$ cat config.mk
export PLATFORM = sky130hd
export DESIGN_NAME = jk_updown_counter
export DESIGN_NICKNAME = d
export VERILOG_FILES = /design/src/rtl/jk_pkg.sv /design/src/rtl/jk_cell.sv /design/src/rtl/jk_updown_counter.sv
export SDC_FILE = /design/constraint.sdc
export NUM_CORES = 1
export LEC_CHECK = 0
export ABC_AREA = 1
export BUFFER_PORTS_ARGS = -buffer_cell sky130_fd_sc_hd__buf_4
export CORE_AREA = 2 2 39 41
export CTS_BUF_LIST = sky130_fd_sc_hd__clkbuf_4 sky130_fd_sc_hd__clkbuf_8
export CTS_CLUSTER_SIZE = 10
export DETAILED_ROUTE_END_ITERATION = 8
export DIE_AREA = 0 0 41 43
export GPL_TIMING_DRIVEN = 0
export PLACE_DENSITY = 0.58
export SYNTH_ARGS = -nofsm -noshare
export SYNTH_HDL_FRONTEND = slang
export SYNTH_SLANG_ARGS = --single-unit
export TNS_END_PERCENT = 5
$ cat constraint.sdc
create_clock -name clk -period 1.4 [get_ports clk]
set_input_delay 0.28 -clock clk [delete_from_list [all_inputs] [get_ports clk]]
set_output_delay 0.28 -clock clk [all_outputs]
set_load 0.02 [all_outputs]
$ cat src/rtl/jk_pkg.sv
// rtl/jk_pkg.sv - JK operation encoding shared by the counter and its cells.
package jk_pkg;

    // Enum bits are laid out as {j, k}, so an op can be split straight onto the cell pins.
    typedef enum logic [1:0] {
        JK_HOLD   = 2'b00,
        JK_RESET  = 2'b01,
        JK_SET    = 2'b10,
        JK_TOGGLE = 2'b11
    } jk_op_t;

    // Incremental step: flip only the bits that change.
    function automatic jk_op_t jk_encode(input logic cur, input logic nxt);
        return (cur != nxt) ? JK_TOGGLE : JK_HOLD;
    endfunction

    // Absolute write, used for load, preset and wrap.
    function automatic jk_op_t jk_force(input logic nxt);
        return nxt ? JK_SET : JK_RESET;
    endfunction

endpackage

$ cat src/rtl/jk_cell.sv
// rtl/jk_cell.sv - single JK flip-flop with synchronous active-high clear.
module jk_cell (
    input  logic clk,
    input  logic clr,
    input  logic j,
    input  logic k,
    output logic q,
    output logic qn
);

    logic q_q;
    logic q_d;

    always_comb begin
        q_d = q_q;
        case ({j, k})
            2'b01:   q_d = 1'b0;
            2'b10:   q_d = 1'b1;
            2'b11:   q_d = ~q_q;
            default: q_d = q_q;
        endcase
    end

    always_ff @(posedge clk) begin
        if (clr) begin
            q_q <= 1'b0;
        end else begin
            q_q <= q_d;
        end
    end

    assign q  = q_q;
    assign qn = ~q_q;

endmodule

$ cat src/rtl/jk_updown_counter.sv
// rtl/jk_updown_counter.sv - up/down modulo counter on a bank of jk_cell flops.
// Build option: JK_CNT_SATURATE_EN selects saturating limits instead of wrap-around.
module jk_updown_counter
    import jk_pkg::*;
#(
    parameter int WIDTH      = 4,
    parameter int MODULUS    = 16,
    parameter int PRESET_VAL = 0
) (
    input  logic             clk,
    input  logic             clr,
    input  logic             pr,
    input  logic             en,
    input  logic             up,
    input  logic             load,
    input  logic [WIDTH-1:0] d,
    output logic [WIDTH-1:0] q,
    output logic [WIDTH-1:0] qn,
    output logic             tc
);

    localparam logic [WIDTH-1:0] MAX_V    = WIDTH'(MODULUS - 1);
    localparam logic [WIDTH-1:0] PRESET_V = WIDTH'(PRESET_VAL);
    // One extra bit so MODULUS == 2**WIDTH is representable in range checks.
    localparam logic [WIDTH:0]   MOD_EXT  = (WIDTH + 1)'(MODULUS);

    logic [WIDTH-1:0] nxt;
    logic [WIDTH-1:0] j_v;
    logic [WIDTH-1:0] k_v;
    logic             force_sr;
    logic             at_max;
    logic             at_zero;
    logic             out_rng;

    always_comb begin
        at_max   = (q == MAX_V);
        at_zero  = (q == '0);
        out_rng  = ({1'b0, q} >= MOD_EXT);
        nxt      = q;
        force_sr = 1'b0;

        if (pr) begin
            nxt      = PRESET_V;
            force_sr = 1'b1;
        end else if (load) begin
            nxt      = ({1'b0, d} < MOD_EXT) ? d : MAX_V;
            force_sr = 1'b1;
        end else if (en) begin
            if (up) begin
`ifdef JK_CNT_SATURATE_EN
                if (at_max || out_rng) begin
                    nxt      = MAX_V;
                    force_sr = 1'b1;
                end else begin
                    nxt = q + 1'b1;
                end
`else
                if (at_max || out_rng) begin
                    nxt      = '0;
                    force_sr = 1'b1;
                end else begin
                    nxt = q + 1'b1;
                end
`endif
            end else begin
`ifdef JK_CNT_SATURATE_EN
                if (out_rng) begin
                    nxt      = MAX_V;
                    force_sr = 1'b1;
                end else if (!at_zero) begin
                    nxt = q - 1'b1;
                end
`else
                if (at_zero || out_rng) begin
                    nxt      = MAX_V;
                    force_sr = 1'b1;
                end else begin
                    nxt = q - 1'b1;
                end
`endif
            end
        end

        tc = en & ~load & ~clr & ~pr & (up ? at_max : at_zero);
    end

    always_comb begin
        j_v = '0;
        k_v = '0;
        for (int i = 0; i < WIDTH; i++) begin
            {j_v[i], k_v[i]} = force_sr ? jk_force(nxt[i]) : jk_encode(q[i], nxt[i]);
        end
    end

    for (genvar gi = 0; gi < WIDTH; gi++) begin : g_cell
        jk_cell u_cell (
            .clk (clk),
            .clr (clr),
            .j   (j_v[gi]),
            .k   (k_v[gi]),
            .q   (q[gi]),
            .qn  (qn[gi])
        );
    end

endmodule

==> results.toml, run 1 <==
[place]
place.gp.congestion = 0.8189
dp_slack_ps = -143.9
dp_hpwl_um = 779
placed_area_um2 = 571.8
io_buffers = 18

[synth]
ys_top_cells_by_count = "nand2_1 (9), buf_4 (8), nand3_1 (6), o21ai_0 (6)"
synth.largest_area_cell = "dfxtp_1"
synth-seq-cells = 4
synth-seq-area-share = 0.1934
synthDistinctLibCells = 19
synth.area.top_cells = "dfxtp_1 (19%), buf_4 (15%), nand2_1 (8.2%)"
synth_top_cell_area_share = 0.1934
ys.warnings.count = 0
synth_flop_cell = "dfxtp_1"
synth_most_common_cell = "nand2_1"
synth_area_um2 = 414.1
avgSynthCellArea_um2 = 6.574
syn-instance-count = 63
synth_edf_count = 0
async_flop_share = 0
syn-num-nets = 75

[power]
leakagePower_nw = 0.3517
p_per_area_nw_per_um2 = 625.1
vdd_drop_max_v = 0.0006253

[routing]
post_drt_wl_per_cell_um = 11.12
totalWireLength_mm = 1.190
drtPass1Iterations = 4
drc = 0
vias = 508
avgViaCountPerCell = 4.748
ant_nets = 0
drt_iter0_markers = 9

[setup_path]
r2r_end = "g_cell[2].u_cell.q"
r2r_slack_ps = 100
cp_max_fo = 5
crit_arrival_ps = 1280
endpoint = "tc"
startpoint = "g_cell[0].u_cell.q"
reg2reg_depth = 9
cp-start-kind = "register"
crit_slowest_cell = "dfxtp_4"
r2r-start = "g_cell[0].u_cell.q"
crit_required_ps = 1120
crit_type = "register to output pin"
cp_slowest_stage_delay_ps = 360
cp-end-kind = "output pin"
worstPathCellList = "inv_4 -> ha_4 -> nand3_1 -> and2_4 -> nor2_2 -> buf_6"

[sta]
whs_ps = 345.6
rsz0062_at_grt = "true"
fmax_ghz = 0.6405
slew_headroom = 0.8138
period_share = 1.115
finalSetupViolCount = 1
layout_min_cycle_time_ps = 1561
slew_violations = 0
max_slew.worst_pin.slew_ps = 278.3
final-hold-violation-count = 0
skew_ps = 4.844
worst_slack_ps = -161.3

[cells_and_area]
drive_above_1_share = 0.6154
nets = 105
largest_reg_flops = 4
n_antenna_cell = 0
area_growth_pct = 70.09
fillers = 147
finish.instance_area_um2 = 704.4

[global_routing]
grt_pass1_wl_mm = 1.800
overflow = 0
grt_use_total = 0.1546
antenna_found_initial = 0
first_global_vias = 429
grt_max_degree = 9

[clock_tree]
cts_tree = "yes"
root_buffer = "clkbuf_4"
clkTransAtPathRegs_ps = 40
cts_sinks = 4
cts_made_buffers = 3
clockBufferDepth = 2
clkLatencyLatePin_ps = 230
h-tree-depth = 1
hold_buffers = 0

[outcome]
violations = "negative setup slack"
status = "finished, violations left"

[floorplan]
core_um2 = 1384
ios = 19
start_util = 0.2993
die_w_um = 41
rows = 14
dieArea_um2 = 1763
die_h_um = 43

[hold_path]
hp-class = "primary input to register"

[flow_run]
cap_violations = 0
metrics by stage:
stage          total power, mW  cells  setup TNS [ps]    util
6_report                0.4404    107          -161.3  0.5090
5_1_grt                 0.4808    107          -221.0  0.5090
4_1_cts                 0.4391    106          -162.4  0.4919
3_5_place_dp            0.2786     97          -143.9  0.4132
3_3_place_gp            0.2770     97          -152.5  0.4132
2_1_floorplan           0.2228     63               0       -
cells in the final DEF (no fill, tap or decap), drive strengths merged:
cell type and n:
inv 8, buf 34, xnor2 1, nor2 6
clkbuf 3, nand4 3, a21oi 5, nand3 6
ha 2, o21bai 1, a31oi 1, o21ai 7
dfxtp 4, nand2 9, and2 1
logic make-up (layout without fill, tap and decap cells):
kind of cell,Yosys count,count (layout),share of synthesized area
xor+xnor,1,1,0.02115
fa+ha+maj,2,2,0.06041
flops,4,4,0.1934
compound gates,14,14,0.1873
simple gates,25,25,0.2931
buf+inv,17,45,0.2447
metal layers:
layer  routed length (um)  track usage
met1                  437       0.1929
met2                  686       0.2375
met3                   66      0.04712
met4                    0      0.06000
met5                    0            0
worst max-delay path: cells and delay by family, from the launching register on:
kind / cells / cell delay [ps]
buffers and inverters: 2 / 200
DFF: 1 / 360
and+or+nand+nor: 3 / 350
adders and majority gates: 1 / 130
how the worst min path moves through the flow:
stage / from / end / slack [ps] / depth (start not counted)
finish: load / g_cell[0].u_cell.q / 350 / 3
global route: d[3] / g_cell[3].u_cell.q / 350 / 3
CTS: load / g_cell[0].u_cell.q / 330 / 3
detailed placement: g_cell[0].u_cell.q / g_cell[0].u_cell.q / 540 / 2
global placement: g_cell[0].u_cell.q / g_cell[0].u_cell.q / 530 / 2
floorplan: en / g_cell[1].u_cell.q / 420 / 2
power by group:
part	switching, mW	internal [mW]	total, mW
registers	0.0104	0.120	0.130
logic	0.0829	0.0910	0.174
clock network	0.0410	0.0954	0.136
area by class of cell:
cell class / count / area (um^2) / share of cell area
inverters: 8 / 35.03 / 0.04973
well taps: 16 / 20.02 / 0.02842
clock buffers: 3 / 22.52 / 0.03197
multi-input cells: 42 / 271.5 / 0.3854
plain buffers: 9 / 71.32 / 0.1012
repair buffers: 25 / 195.2 / 0.2771
flip-flops and latches: 4 / 88.84 / 0.1261
repair_timing:
action | in CTS | in global routing
gates cloned | 0 | 0
pin swaps | 6 | 3
gates resized for setup | 14 | 5
buffers inserted | 6 | 1
setup endpoints to repair | 1 | 2
(Power assumes the default switching activity.)
==> run 2: changes to the inputs <==
- ABC_AREA: 1 -> not set
- PLACE_DENSITY: 0.58 -> 0.56
==> results.toml, run 2 <==
[outcome]
status = "finished, violations left"
violations = "negative setup slack"

[synth]
synth-seq-cells = 4
async_flop_share = 0
synth.largest_area_cell = "dfxtp_1"
ys.warnings.count = 0
synth-seq-area-share = 0.2058
synth_top_cell_area_share = 0.2058
avgSynthCellArea_um2 = 7.941
synth_edf_count = 0
ys_top_cells_by_count = "buf_4 (8), inv_1 (6), nor2_1 (5)"
syn-instance-count = 49
synth_most_common_cell = "buf_4"
synth.area.top_cells = "dfxtp_1 (21%), buf_4 (15%), ha_1 (6.4%)"
synth_flop_cell = "dfxtp_1"
synth_area_um2 = 389.1
synthDistinctLibCells = 22
syn-num-nets = 61

[sta]
skew_ps = 0.8896
final-hold-violation-count = 0
fin_setup_tns_ps = -577.9
slew_headroom = 0.8180
worst_slack_ps = -479.3
period_share = 1.342
finalSetupViolCount = 3
rsz0062_at_grt = "true"
layout_min_cycle_time_ps = 1879
slew_violations = 0
fmax_ghz = 0.5321
max_slew.worst_pin.slew_ps = 270.1

[cells_and_area]
mostFrequentLayoutCell = "buf_4"
n_antenna_cell = 0
finish.instance_area_um2 = 654.4
fillers = 135
area_growth_pct = 68.17
drive_above_1_share = 0.6133
multiInputGateArea_um2 = 260.3
layoutNonFillerInstCount = 91
mostFrequentLayoutCells = "buf_4 (30), nor2_1 (5), inv_1 (4)"
nets = 89
register_area_um2 = 87.58
largest_reg_flops = 4

[routing]
vias = 429
totalWireLength_um = 956
drc = 0
avgViaCountPerCell = 4.714
post_drt_wl_per_cell_um = 10.51
ant_nets = 0
drt_iter0_markers = 2
drtPass1Iterations = 2

[global_routing]
overflow = 0
grt_use_total = 0.1245
grt_pass1_wl_mm = 1.469
busiest_layer = "met2"
grt_use_met3 = 0.06283
use_met2 = 0.1719
grtUsageMet1 = 0.1640
first_global_vias = 337
antenna_found_initial = 0
grt_max_degree = 9

[setup_path]
cp_slowest_stage_delay_ps = 460
cp_max_fo = 2
crit_type = "register to output pin"
worstPathCellList = "inv_4 -> ha_4 -> or4b_4 -> nand2_2 -> and4_4 -> buf_6"
crit_slowest_cell = "or4b_4"
cp-start-kind = "register"
reg2reg_depth = 5
crit_required_ps = 1120
crit_arrival_ps = 1600
cp-end-kind = "output pin"

[clock_tree]
cts_tree = "yes"
clockBufferDepth = 2
h-tree-depth = 1
cts_sinks = 4
root_buffer = "clkbuf_4"
cts_made_buffers = 3
clkTransAtPathRegs_ps = 40
clkLatencyLatePin_ps = 230
hold_buffers = 0

[floorplan]
die_w_um = 41
start_util = 0.2812
ios = 19
die_h_um = 43
rows = 14
core_um2 = 1384
dieArea_um2 = 1763

[place]
dp_slack_ps = -329.6
placed_area_um2 = 565.5
place_inst = 83
io_buffers = 18
place.gp.congestion = 0.7145
dp_hpwl_um = 707.8

[power]
p_per_area_nw_per_um2 = 656.5
vdd_drop_max_v = 0.0004231
leakagePower_nw = 0.3122

[hold_path]
hold_path_depth = 2
hp-class = "primary input to register"

[flow_run]
cap_violations = 0
## run 2: cell families after synthesis
kind of cell / Yosys count / synth area share
AND/OR/NAND/NOR: 12 / 0.1769
XOR/XNOR: 2 / 0.04502
adder cells (fa/ha/maj): 2 / 0.06430
buffers and inverters: 14 / 0.2122
AO/OA/AOI/OAI: 14 / 0.2701
multiplexers: 1 / 0.02572
flip-flops: 4 / 0.2058
## run 2: critical path: cells and delay by family (launching register included)
family / cells / cell delay, ps
adder cells (fa/ha/maj): 1 / 120
flip-flops: 1 / 340
AND/OR/NAND/NOR: 3 / 730
buffers and inverters: 2 / 170
## run 2: layout make-up
| type | instances | share of cell area |
|---|---|---|
| inverter | 6 | 0.04206 |
| clock buffer | 3 | 0.03442 |
| tap | 16 | 0.03059 |
| multi-input combinational | 31 | 0.3977 |
| buffer | 8 | 0.09178 |
| timing repair buffer | 23 | 0.2696 |
| sequential | 4 | 0.1338 |
## run 2: final timing paths
path	end	slack [ps]	start
max	tc	-480	g_cell[0].u_cell.q
min	g_cell[2].u_cell.q	210	clr
max reg2reg	g_cell[3].u_cell.q	-90	g_cell[1].u_cell.q
min reg2reg	g_cell[3].u_cell.q	670	g_cell[3].u_cell.q
## run 2: power by group
group / total [mW] / switching (mW) / internal (mW)
Combinational: 0.162 / 0.0719 / 0.0897
Sequential: 0.129 / 0.00934 / 0.119
Clock: 0.139 / 0.0438 / 0.0957
Total: 0.430 / 0.125 / 0.305
## run 2: per-layer routing
layer  part of all wire  vias to the layer above
met5                  0                        -
met4                  0                        0
met3              0.074                        0
met2               0.47                       14
met1               0.46                      193
li1                   -                      222
## run 2: timing repair
action,CTS,global route
setup buffers,5,0
hold endpoints to repair,0,0
endpoints found under the setup margin,4,5
pin swaps,4,0
resized for setup,8,1
## run 2: stage by stage
stage	power (mW)	hold slack, ps	util
final	0.4296	211.6	0.4729
after floorplan	0.2208	348.9	-
after global placement	0.2756	451.9	0.4087
after detailed placement	0.2764	453.1	0.4087
after CTS	0.4396	201.6	0.4702
after global routing	0.4669	204.6	0.4729
==> run 3: changes to the inputs <==
- PLACE_DENSITY: 0.56 -> not set
- SETUP_SLACK_MARGIN: not set -> 0.15
==> results.toml, run 3 (same netlist as run 2, synthesis figures left out) <==
[sta]
worst_slack_ps = -487.8
final-hold-violation-count = 0
period_share = 1.348
slew_headroom = 0.8330
finalSetupViolCount = 3
rsz0062_at_grt = "true"
fmax_ghz = 0.5297
skew_ps = 3.599
max_slew.worst_pin.slew_ps = 248.3
slew_violations = 0
layout_min_cycle_time_ps = 1888

[setup_path]
path_buf_inv = 2
crit_type = "register to output pin"
cp-end-kind = "output pin"
crit_family = "simple AND/OR/NAND/NOR gates"
worstPathCellList = "inv_4 -> ha_4 -> or4b_4 -> nand2_2 -> and4_4 -> buf_6"
cp_max_fo = 2
crit_arrival_ps = 1610
crit_required_ps = 1120
cp_slowest_stage_delay_ps = 460
crit_slowest_cell = "or4b_4"
cp-start-kind = "register"

[clock_tree]
root_buffer = "clkbuf_4"
cts_tree = "yes"
cts_made_buffers = 3
clockBufferDepth = 2
h-tree-depth = 1
clkTransAtPathRegs_ps = 40
hold_buffers = 0
clkLatencyLatePin_ps = 230
cts_sinks = 4

[place]
dp_hpwl_um = 686.7
place.gp.congestion = 0.7779
io_buffers = 18
dp_slack_ps = -328.5

[routing]
ant_nets = 0
drtPass1Iterations = 2
vias = 415
drc = 0
drt_iter0_markers = 7
post_drt_wl_per_cell_um = 10.93
avgViaCountPerCell = 4.560
totalWireLength_um = 995

[floorplan]
die_h_um = 43
start_util = 0.2812
ios = 19
dieArea_um2 = 1763
core_um2 = 1384
rows = 14
die_w_um = 41

[cells_and_area]
largest_reg_flops = 4
drive_above_1_share = 0.6400
n_antenna_cell = 0
mostFrequentLayoutCell = "buf_4"
nets = 89
mostFrequentLayoutCells = "buf_4 (26), nor2_1 (5), buf_6 (5)"
area_growth_pct = 72.99

[global_routing]
overflow = 0
grt_use_total = 0.1344
grt_pass1_wl_mm = 1.593
first_global_vias = 375
antenna_found_initial = 0
grt_max_degree = 9

[power]
power.switching_uw = 126.1
leakagePower_nw = 0.3188
finalPower_uw = 433.3
pwr-share-comb = 0.384
vdd_drop_max_v = 0.0004931
clkPwrFrac = 0.321
p_per_area_nw_per_um2 = 643.6
p_int_uw = 307.1
seq_power_share = 0.295
p_sw_frac = 0.2911

[outcome]
status = "finished, violations left"
violations = "negative setup slack"

[flow_run]
cap_violations = 0

[hold_path]
hp-class = "primary input to register"
-- run 3: power groups by stage --
stage / combinational (mW) / sequential [mW] / clock [mW]
detailed placement: 0.141 / 0.135 / 0
CTS: 0.164 / 0.129 / 0.146
finish: 0.166 / 0.128 / 0.139
global route: 0.180 / 0.129 / 0.159
floorplan: 0.0895 / 0.131 / 0
global placement: 0.140 / 0.135 / 0
-- run 3: timing repair --
| action | 4_1_cts | 5_1_grt |
|---|---|---|
| pin swaps | 3 | 0 |
| setup endpoints to repair | 9 | 12 |
| hold endpoints to repair | 0 | 0 |
| setup buffers | 5 | 0 |
| resized for setup | 11 | 6 |
-- run 3: layout make-up --
class,instances,area (um^2)
repair buffers,23,191.4
well taps,16,20.02
flip-flops and latches,4,95.09
inverters,6,27.53
fillers,139,710.7
clock buffers,3,22.52
plain buffers,8,60.06
multi-input cells,31,256.5
-- run 3: per-layer routing --
| metal | vias to the layer above | wire, um | track usage |
|---|---|---|---|
| li1 | 221 | - | - |
| met1 | 180 | 416 | 0.1603 |
| met2 | 14 | 508 | 0.2031 |
| met3 | 0 | 69 | 0.06806 |
| met4 | 0 | 0 | 0.04000 |
| met5 | - | 0 | 0 |
-- run 3: final timing paths --
check | from | slack [ps] | cells past startpoint | endpoint
worst max-delay path | g_cell[0].u_cell.q | -490 | 6 | tc
worst min-delay path | clr | 210 | 2 | g_cell[2].u_cell.q
worst max register to register | g_cell[1].u_cell.q | -90 | 5 | g_cell[3].u_cell.q
worst min register to register | g_cell[3].u_cell.q | 590 | 2 | g_cell[3].u_cell.q
-- run 3: stage by stage --
step	util	setup TNS (ps)	area (um^2)	std cells	hold WS, ps
CTS	0.4783	-595.6	661.9	91	208.5
global placement	0.4087	-434.1	565.5	83	451.3
detailed placement	0.4087	-432.2	565.5	83	454.2
finish	0.4864	-628.6	673.1	91	206.6
global route	0.4864	-842.9	673.1	91	196.3
floorplan	-	-181.7	410.4	49	348.9
